===== config.mk =====
export PLATFORM = sky130hd
export DESIGN_NAME = subterranean_aead_ctrl
export DESIGN_NICKNAME = d
export VERILOG_FILES = /design/src/rtl/subterranean_aead_ctrl.sv
export SDC_FILE = /design/constraint.sdc
export NUM_CORES = 1
export LEC_CHECK = 0
export CORE_AREA = 2 2 312 314
export DETAILED_ROUTE_END_ITERATION = 8
export DIE_AREA = 0 0 314 316
export MAX_ROUTING_LAYER = met4
export PLACE_DENSITY = 0.46
export SKIP_LAST_GASP = 1
export SLEW_MARGIN = 40
export SYNTH_ARGS = -nofsm -noshare
export SYNTH_HDL_FRONTEND = slang
export SYNTH_SLANG_ARGS = --single-unit
export TNS_END_PERCENT = 20

===== constraint.sdc =====
create_clock -name clk -period 2.8 [get_ports clk]
set_clock_uncertainty 0.05 [all_clocks]
set_input_delay 0.56 -clock clk [delete_from_list [all_inputs] [get_ports clk]]
set_output_delay 0.56 -clock clk [all_outputs]
set_load 0.03 [all_outputs]

===== src/rtl/subterranean_aead_ctrl.sv =====
`default_nettype none
// ============================================================================
// Module   : subterranean_aead_ctrl
// Purpose  : Sequencer for the two-lane Subterranean duplex round datapath.
//            Walks init, key, nonce, blank, AD, message, blank and tag phases
//            of one SAE operation, one 64-bit datapath beat at a time.
// Revision : 1.0 - initial release
// ============================================================================
module subterranean_aead_ctrl #(
    parameter int BLANK_BEATS = 4
) (
    input  logic          clk,
    input  logic          arstn,
    input  logic          start,
    input  logic          decrypt_mode,
    input  logic [127:0]  key,
    input  logic [127:0]  nonce,
    input  logic [127:0]  tag_in,
    output logic          busy,
    input  logic [63:0]   bd_data,
    input  logic [3:0]    bd_bytes,
    input  logic          bd_last,
    input  logic          bd_valid,
    output logic          bd_ready,
    output logic [63:0]   o_data,
    output logic [3:0]    o_bytes,
    output logic          o_last,
    output logic          o_valid,
    input  logic          o_ready,
    output logic [127:0]  tag_out,
    output logic          tag_valid,
    output logic          tag_ok,
    output logic          dp_init,
    output logic          dp_encrypt,
    output logic          dp_decrypt,
    output logic          dp_enable_round,
    output logic [63:0]   dp_din,
    output logic [5:0]    dp_din_size,
    output logic          dp_din_valid,
    input  logic          dp_din_ready,
    input  logic [63:0]   dp_dout,
    input  logic          dp_dout_valid,
    output logic          dp_dout_ready
);

    typedef enum logic [3:0] {
        IDLE    = 4'd0,
        INIT    = 4'd1,
        KEY     = 4'd2,
        NONCE   = 4'd3,
        BLANK1  = 4'd4,
        AD      = 4'd5,
        AD_PAD  = 4'd6,
        MSG     = 4'd7,
        MSG_PAD = 4'd8,
        BLANK2  = 4'd9,
        TAG     = 4'd10,
        DONE    = 4'd11
    } state_t;

    // The shared beat counter is two bits wide, so BLANK_BEATS tops out at 4.
    localparam logic [1:0] BLANK_LAST = 2'(BLANK_BEATS - 1);

    state_t         state_q, state_d;
    logic [1:0]     cnt_q, cnt_d;
    logic           dec_q, dec_d;
    logic [127:0]   key_q, key_d;
    logic [127:0]   nonce_q, nonce_d;
    logic [127:0]   tagin_q, tagin_d;
    logic [127:0]   tag_q, tag_d;
    logic [127:0]   word_sel;
    logic [6:0]     bd_map;

    // Host byte count -> {enable_round, lane2 size, lane1 size}
    function automatic logic [6:0] map_bytes(input logic [3:0] b);
        if (b < 4'd4)      return {1'b0, 3'd0, b[2:0]};
        else if (b < 4'd8) return {1'b1, 1'b0, b[1:0], 3'd4};
        else               return {1'b1, 6'o44};
    endfunction

    assign bd_map   = map_bytes(bd_bytes);
    assign word_sel = (state_q == KEY) ? key_q : nonce_q;
    assign tag_out  = tag_q;

    // State, beat counter and captured operation parameters
    always_ff @(posedge clk or negedge arstn) begin
        if (!arstn) begin
            state_q <= IDLE;
            cnt_q   <= 2'd0;
            dec_q   <= 1'b0;
            key_q   <= '0;
            nonce_q <= '0;
            tagin_q <= '0;
            tag_q   <= '0;
        end else begin
            state_q <= state_d;
            cnt_q   <= cnt_d;
            dec_q   <= dec_d;
            key_q   <= key_d;
            nonce_q <= nonce_d;
            tagin_q <= tagin_d;
            tag_q   <= tag_d;
        end
    end

    // Next-state logic and all handshake / datapath control decoded from state
    always_comb begin
        state_d         = state_q;
        cnt_d           = cnt_q;
        dec_d           = dec_q;
        key_d           = key_q;
        nonce_d         = nonce_q;
        tagin_d         = tagin_q;
        tag_d           = tag_q;
        busy            = (state_q != IDLE);
        bd_ready        = 1'b0;
        o_data          = '0;
        o_bytes         = '0;
        o_last          = 1'b0;
        o_valid         = 1'b0;
        tag_valid       = 1'b0;
        tag_ok          = 1'b0;
        dp_init         = 1'b0;
        dp_encrypt      = 1'b0;
        dp_decrypt      = 1'b0;
        dp_enable_round = 1'b0;
        dp_din          = '0;
        dp_din_size     = '0;
        dp_din_valid    = 1'b0;
        dp_dout_ready   = 1'b0;

        unique case (state_q)
            IDLE: begin
                if (start) begin
                    dec_d   = decrypt_mode;
                    key_d   = key;
                    nonce_d = nonce;
                    tagin_d = tag_in;
                    tag_d   = '0;
                    cnt_d   = 2'd0;
                    state_d = INIT;
                end
            end
            INIT: begin
                dp_init = 1'b1;
                cnt_d   = 2'd0;
                state_d = KEY;
            end
            KEY, NONCE: begin
                dp_din_valid  = 1'b1;
                dp_dout_ready = 1'b1;
                if (cnt_q == 2'd0) begin
                    dp_din          = word_sel[63:0];
                    dp_din_size     = 6'o44;
                    dp_enable_round = 1'b1;
                end else if (cnt_q == 2'd1) begin
                    dp_din          = word_sel[127:64];
                    dp_din_size     = 6'o44;
                    dp_enable_round = 1'b1;
                end
                if (dp_din_ready) begin
                    if (cnt_q == 2'd2) begin
                        cnt_d   = 2'd0;
                        state_d = (state_q == KEY) ? NONCE : BLANK1;
                    end else begin
                        cnt_d = cnt_q + 2'd1;
                    end
                end
            end
            BLANK1, BLANK2: begin
                dp_din_valid    = 1'b1;
                dp_dout_ready   = 1'b1;
                dp_enable_round = 1'b1;
                if (dp_din_ready) begin
                    if (cnt_q == BLANK_LAST) begin
                        cnt_d   = 2'd0;
                        state_d = (state_q == BLANK1) ? AD : TAG;
                    end else begin
                        cnt_d = cnt_q + 2'd1;
                    end
                end
            end
            AD: begin
                dp_din_valid    = bd_valid;
                bd_ready        = dp_din_ready;
                dp_dout_ready   = 1'b1;
                dp_din          = bd_data;
                dp_din_size     = bd_map[5:0];
                dp_enable_round = bd_map[6];
                if (bd_valid && dp_din_ready && bd_last)
                    state_d = (bd_bytes >= 4'd8) ? AD_PAD : MSG;
            end
            MSG: begin
                dp_din_valid    = bd_valid;
                bd_ready        = dp_din_ready;
                dp_dout_ready   = o_ready;
                dp_din          = bd_data;
                dp_din_size     = bd_map[5:0];
                dp_enable_round = bd_map[6];
                dp_encrypt      = ~dec_q;
                dp_decrypt      = dec_q;
                o_valid         = dp_dout_valid;
                o_bytes         = bd_bytes;
                o_last          = bd_last;
                for (int i = 0; i < 8; i++) begin
                    if (4'(i) < bd_bytes)
                        o_data[8*i +: 8] = dp_dout[8*i +: 8];
                end
                if (bd_valid && dp_din_ready && o_ready && bd_last)
                    state_d = (bd_bytes >= 4'd8) ? MSG_PAD : BLANK2;
            end
            AD_PAD, MSG_PAD: begin
                // Empty padding block after a phase that ended on a full word
                dp_din_valid  = 1'b1;
                dp_dout_ready = 1'b1;
                if (dp_din_ready) begin
                    cnt_d   = 2'd0;
                    state_d = (state_q == AD_PAD) ? MSG : BLANK2;
                end
            end
            TAG: begin
                dp_din_valid    = 1'b1;
                dp_dout_ready   = 1'b1;
                dp_enable_round = 1'b1;
                if (dp_din_ready) begin
                    if (cnt_q == 2'd0) begin
                        tag_d[63:0] = dp_dout;
                        cnt_d       = 2'd1;
                    end else begin
                        tag_d[127:64] = dp_dout;
                        cnt_d         = 2'd0;
                        state_d       = DONE;
                    end
                end
            end
            DONE: begin
                tag_valid = 1'b1;
                tag_ok    = dec_q && (tag_q == tagin_q);
                state_d   = IDLE;
            end
            default: state_d = IDLE;
        endcase
    end

endmodule
`default_nettype wire


==> metrics.txt <==
Initial Util 25.7%; Final Instance Area 38900 um^2; WP data required 2.19 ns; count of flip-flops with a built-in enable after synthesis 0; post-layout util 40.5%; vias in the first global route 21800; Clk Latency, worst-skew pair 0.60 ns; FP Rows 114; status finished with violations; flop-to-flop setup slack 0.44 ns; flops & latches, synth 519; dpl hpwl 90.2 mm; FILL cells 9247; nets@finish 3527; Die ar. 99200 um^2; Routed WL 115 mm; Post-synth ARST share 100%; fmax 295 MHz; worst min-delay path class register to register; delay-heaviest family, CP buffers and inverters; Die Ht 316 um; Final ANT Viol Nets 0; Total Routing Usage GR 23.1%; Final Cycle Share 121%; Placer Congestion 0.920; CP startpoint kind register; compound-gate portion of the synthesized area 9.40%; Vias/cell 4.72; first-pass GRT wire length 159 mm; Clock Root Buffer clkbuf_16; placed cell area 35800 um^2; area of the mapped netlist 24700 um^2; Worst Path Buf+Inv 4; I/O pin total 803; power density cells 1140 nW/um^2; worst hold slack 0.448 ns; TritonRoute pass-1 iters 5; CP max FO 7; total power 0.0442 W; Final Hold Fails 0; CTS max path bufs 3; input/output buffers 802; kind of critical path register to output pin; Seq/Total Area, Yosys 52.6%; clock slew at reported path FFs 0.06 ns; Die X 314 um; Post-Syn Nets 2569; H-tree depth 3; CTS tree yes; YS warnings 0; Slowest-stage cell, CP dfrtp_1; Max IR drop VDD 0.565 mV; CP endpoint kind output pin; Synth Area in Simple Gates 8.77%; Max Cap Violations 0; area delta synth->final 57.4%; largest net degree at the start of global routing 81; Core ar. 96000 um^2; Largest stage delay, worst path 0.38 ns; xor/xnor cell area share of the yosys netlist 2.06%; total grt overflow 0; main flop type after synthesis dfrtp_1; Synth Area in Adders 0.253%; vias 20600; final worst path period need 3.38 ns; initial antenna violation count 44; dpl ws -0.484 ns; Mean Syn Cell Area 12.1 um^2; cell leakage power 16.3 nW; most frequent cells in the layout 653 x clkdlybuf4s50_1, 518 x dfrtp_1, 484 x mux2_2; Max Slew Vio Count 0; share of layout cells above drive strength 1 34.7%; RSZ-0062 raised after global routing yes; mux contribution to synthesized area 23.5%; Final WS setup -0.585 ns; most common cell after layout, fill and taps aside clkdlybuf4s50_1; failing checks setup timing; CTS buffer count 66; Yosys cell types 57; largest family of logic cells by synthesized area multiplexers; DRT iter0 DRCs 1331; Worst EP arrival 2.77 ns; crit-path cells or2_4, nor2_4, buf_12, buf_12, buf_8, mux2_2, a22oi_2, o21ai_1, buf_4; Least-Margin Pin Slew 0.681 ns; Avg WL per Cell 26.4 um; CTS Sinks 519; Final Setup Violations 144; DRC Markers 0; CP most frequent cell buf_12; Cells after Synth 2039; Slew headroom 54.4%
-- kinds of logic after synthesis --
kind of cell | count (synthesis)
DFF | 519
AOI/OAI and AO/OA | 335
buffers and inverters | 175
xor gates and xnor gates | 58
and+or+nand+nor | 431
adders and majority gates | 5
muxes | 516
-- registers in the layout (all words and copies together), names as in the netlist --
signal / cells
cnt_q: 2
dec_q: 1
key_q: 128
nonce_q: 128
state_q: 4
tag_out: 128
tagin_q: 128
-- worst register-to-register path: stages (launching register included) --
cell and delay, ns:
dfrtp_1 0.37, inv_1 0.09, ha_4 0.19, buf_12 0.16, nand2b_1 0.19, a2bb2oi_2 0.26
o211ai_1 0.23, or3_1 0.43, a22o_1 0.27
-- synth_stat cells (3+ instances only) --
cell / number / area share (%)
buf_2: 53 / 1.1
and3_1: 12 / 0.30
ha_1: 5 / 0.25
nor3_1: 4 / 0.081
nor2b_1: 47 / 1.2
o21ai_0: 89 / 1.8
clkbuf_1: 50 / 0.76
and2_1: 64 / 1.6
nand2_1: 202 / 3.1
a2111o_1: 14 / 0.64
a22o_1: 65 / 2.3
dfrtp_1: 519 / 53
nor4_1: 16 / 0.41
o2111ai_1: 12 / 0.43
mux2i_1: 3 / 0.12
a22oi_1: 65 / 2.0
a21oi_1: 8 / 0.16
nor2_1: 15 / 0.23
o21ai_1: 46 / 0.93
buf_6: 10 / 0.46
nand2b_1: 41 / 1.0
o41ai_1: 3 / 0.11
xnor2_1: 54 / 1.9
mux2_2: 513 / 23
buf_4: 15 / 0.46
nand4_1: 16 / 0.41
o22ai_1: 12 / 0.30
xor2_1: 4 / 0.14
inv_1: 45 / 0.68
-- final timing paths --
kind                                         from                       to  cells after the start
setup / recovery           state_q[2]$_DFFE_PN0P_               dp_din[57]                      9
hold / removal              key_q[48]$_DFFE_PN0P_    key_q[48]$_DFFE_PN0P_                      1
setup reg to reg             cnt_q[0]$_DFFE_PN0P_   state_q[1]$_DFFE_PN0P_                      8
hold reg to reg             key_q[48]$_DFFE_PN0P_    key_q[48]$_DFFE_PN0P_                      1
max in group asynchronous                   arstn    key_q[42]$_DFFE_PN0P_                      3
min in group asynchronous                   arstn  tag_out[44]$_DFFE_PN0P_                      2
-- where the power goes --
part / internal, W / total [W] / switching, W / leakage (nW)
clock: 0.00516 / 0.00869 / 0.00352 / 1.06
combinational: 0.0110 / 0.0221 / 0.0111 / 8.80
sequential: 0.0109 / 0.0134 / 0.00250 / 6.45
-- layer usage --
layer | wire (um) | up-vias | track usage (%)
met2 | 58600 | 818 | 40.1
met3 | 8900 | 118 | 6.29
met5 | 0 | - | -
li1 | - | 9253 | -
met4 | 2920 | 0 | 6.57
met1 | 44500 | 10400 | 25.8
-- per-stage QoR --
stage               instances  TNS [ns]
floorplan                2039         0
global placement         4169    -24.98
detailed placement       4169    -24.81
CTS                      4297    -68.55
global route             4358    -73.29
finish                   4361    -54.40
-- cell type report --
class / instances / area (um^2) / area share, %
Tap cell: 1276 / 1600 / 4.11
Antenna cell: 39 / 97.6 / 0.251
Timing Repair Buffer: 1020 / 10500 / 26.9
Clock buffer: 93 / 1870 / 4.82
Inverter: 45 / 169 / 0.434
Clock inverter: 24 / 297 / 0.763
Multi-Input combinational cell: 1345 / 11400 / 29.3
Sequential cell: 519 / 13000 / 33.4
-- repair_timing --
action	CTS	global route
buffers inserted	8	18
resized for setup	290	216
endpoints found under the setup margin	145	146
endpoints found under the hold margin	35	0
hold buffers	1	0
pin swaps	17	45
gates cloned	2	9
Note: power is estimated with default switching activity, not from simulation.
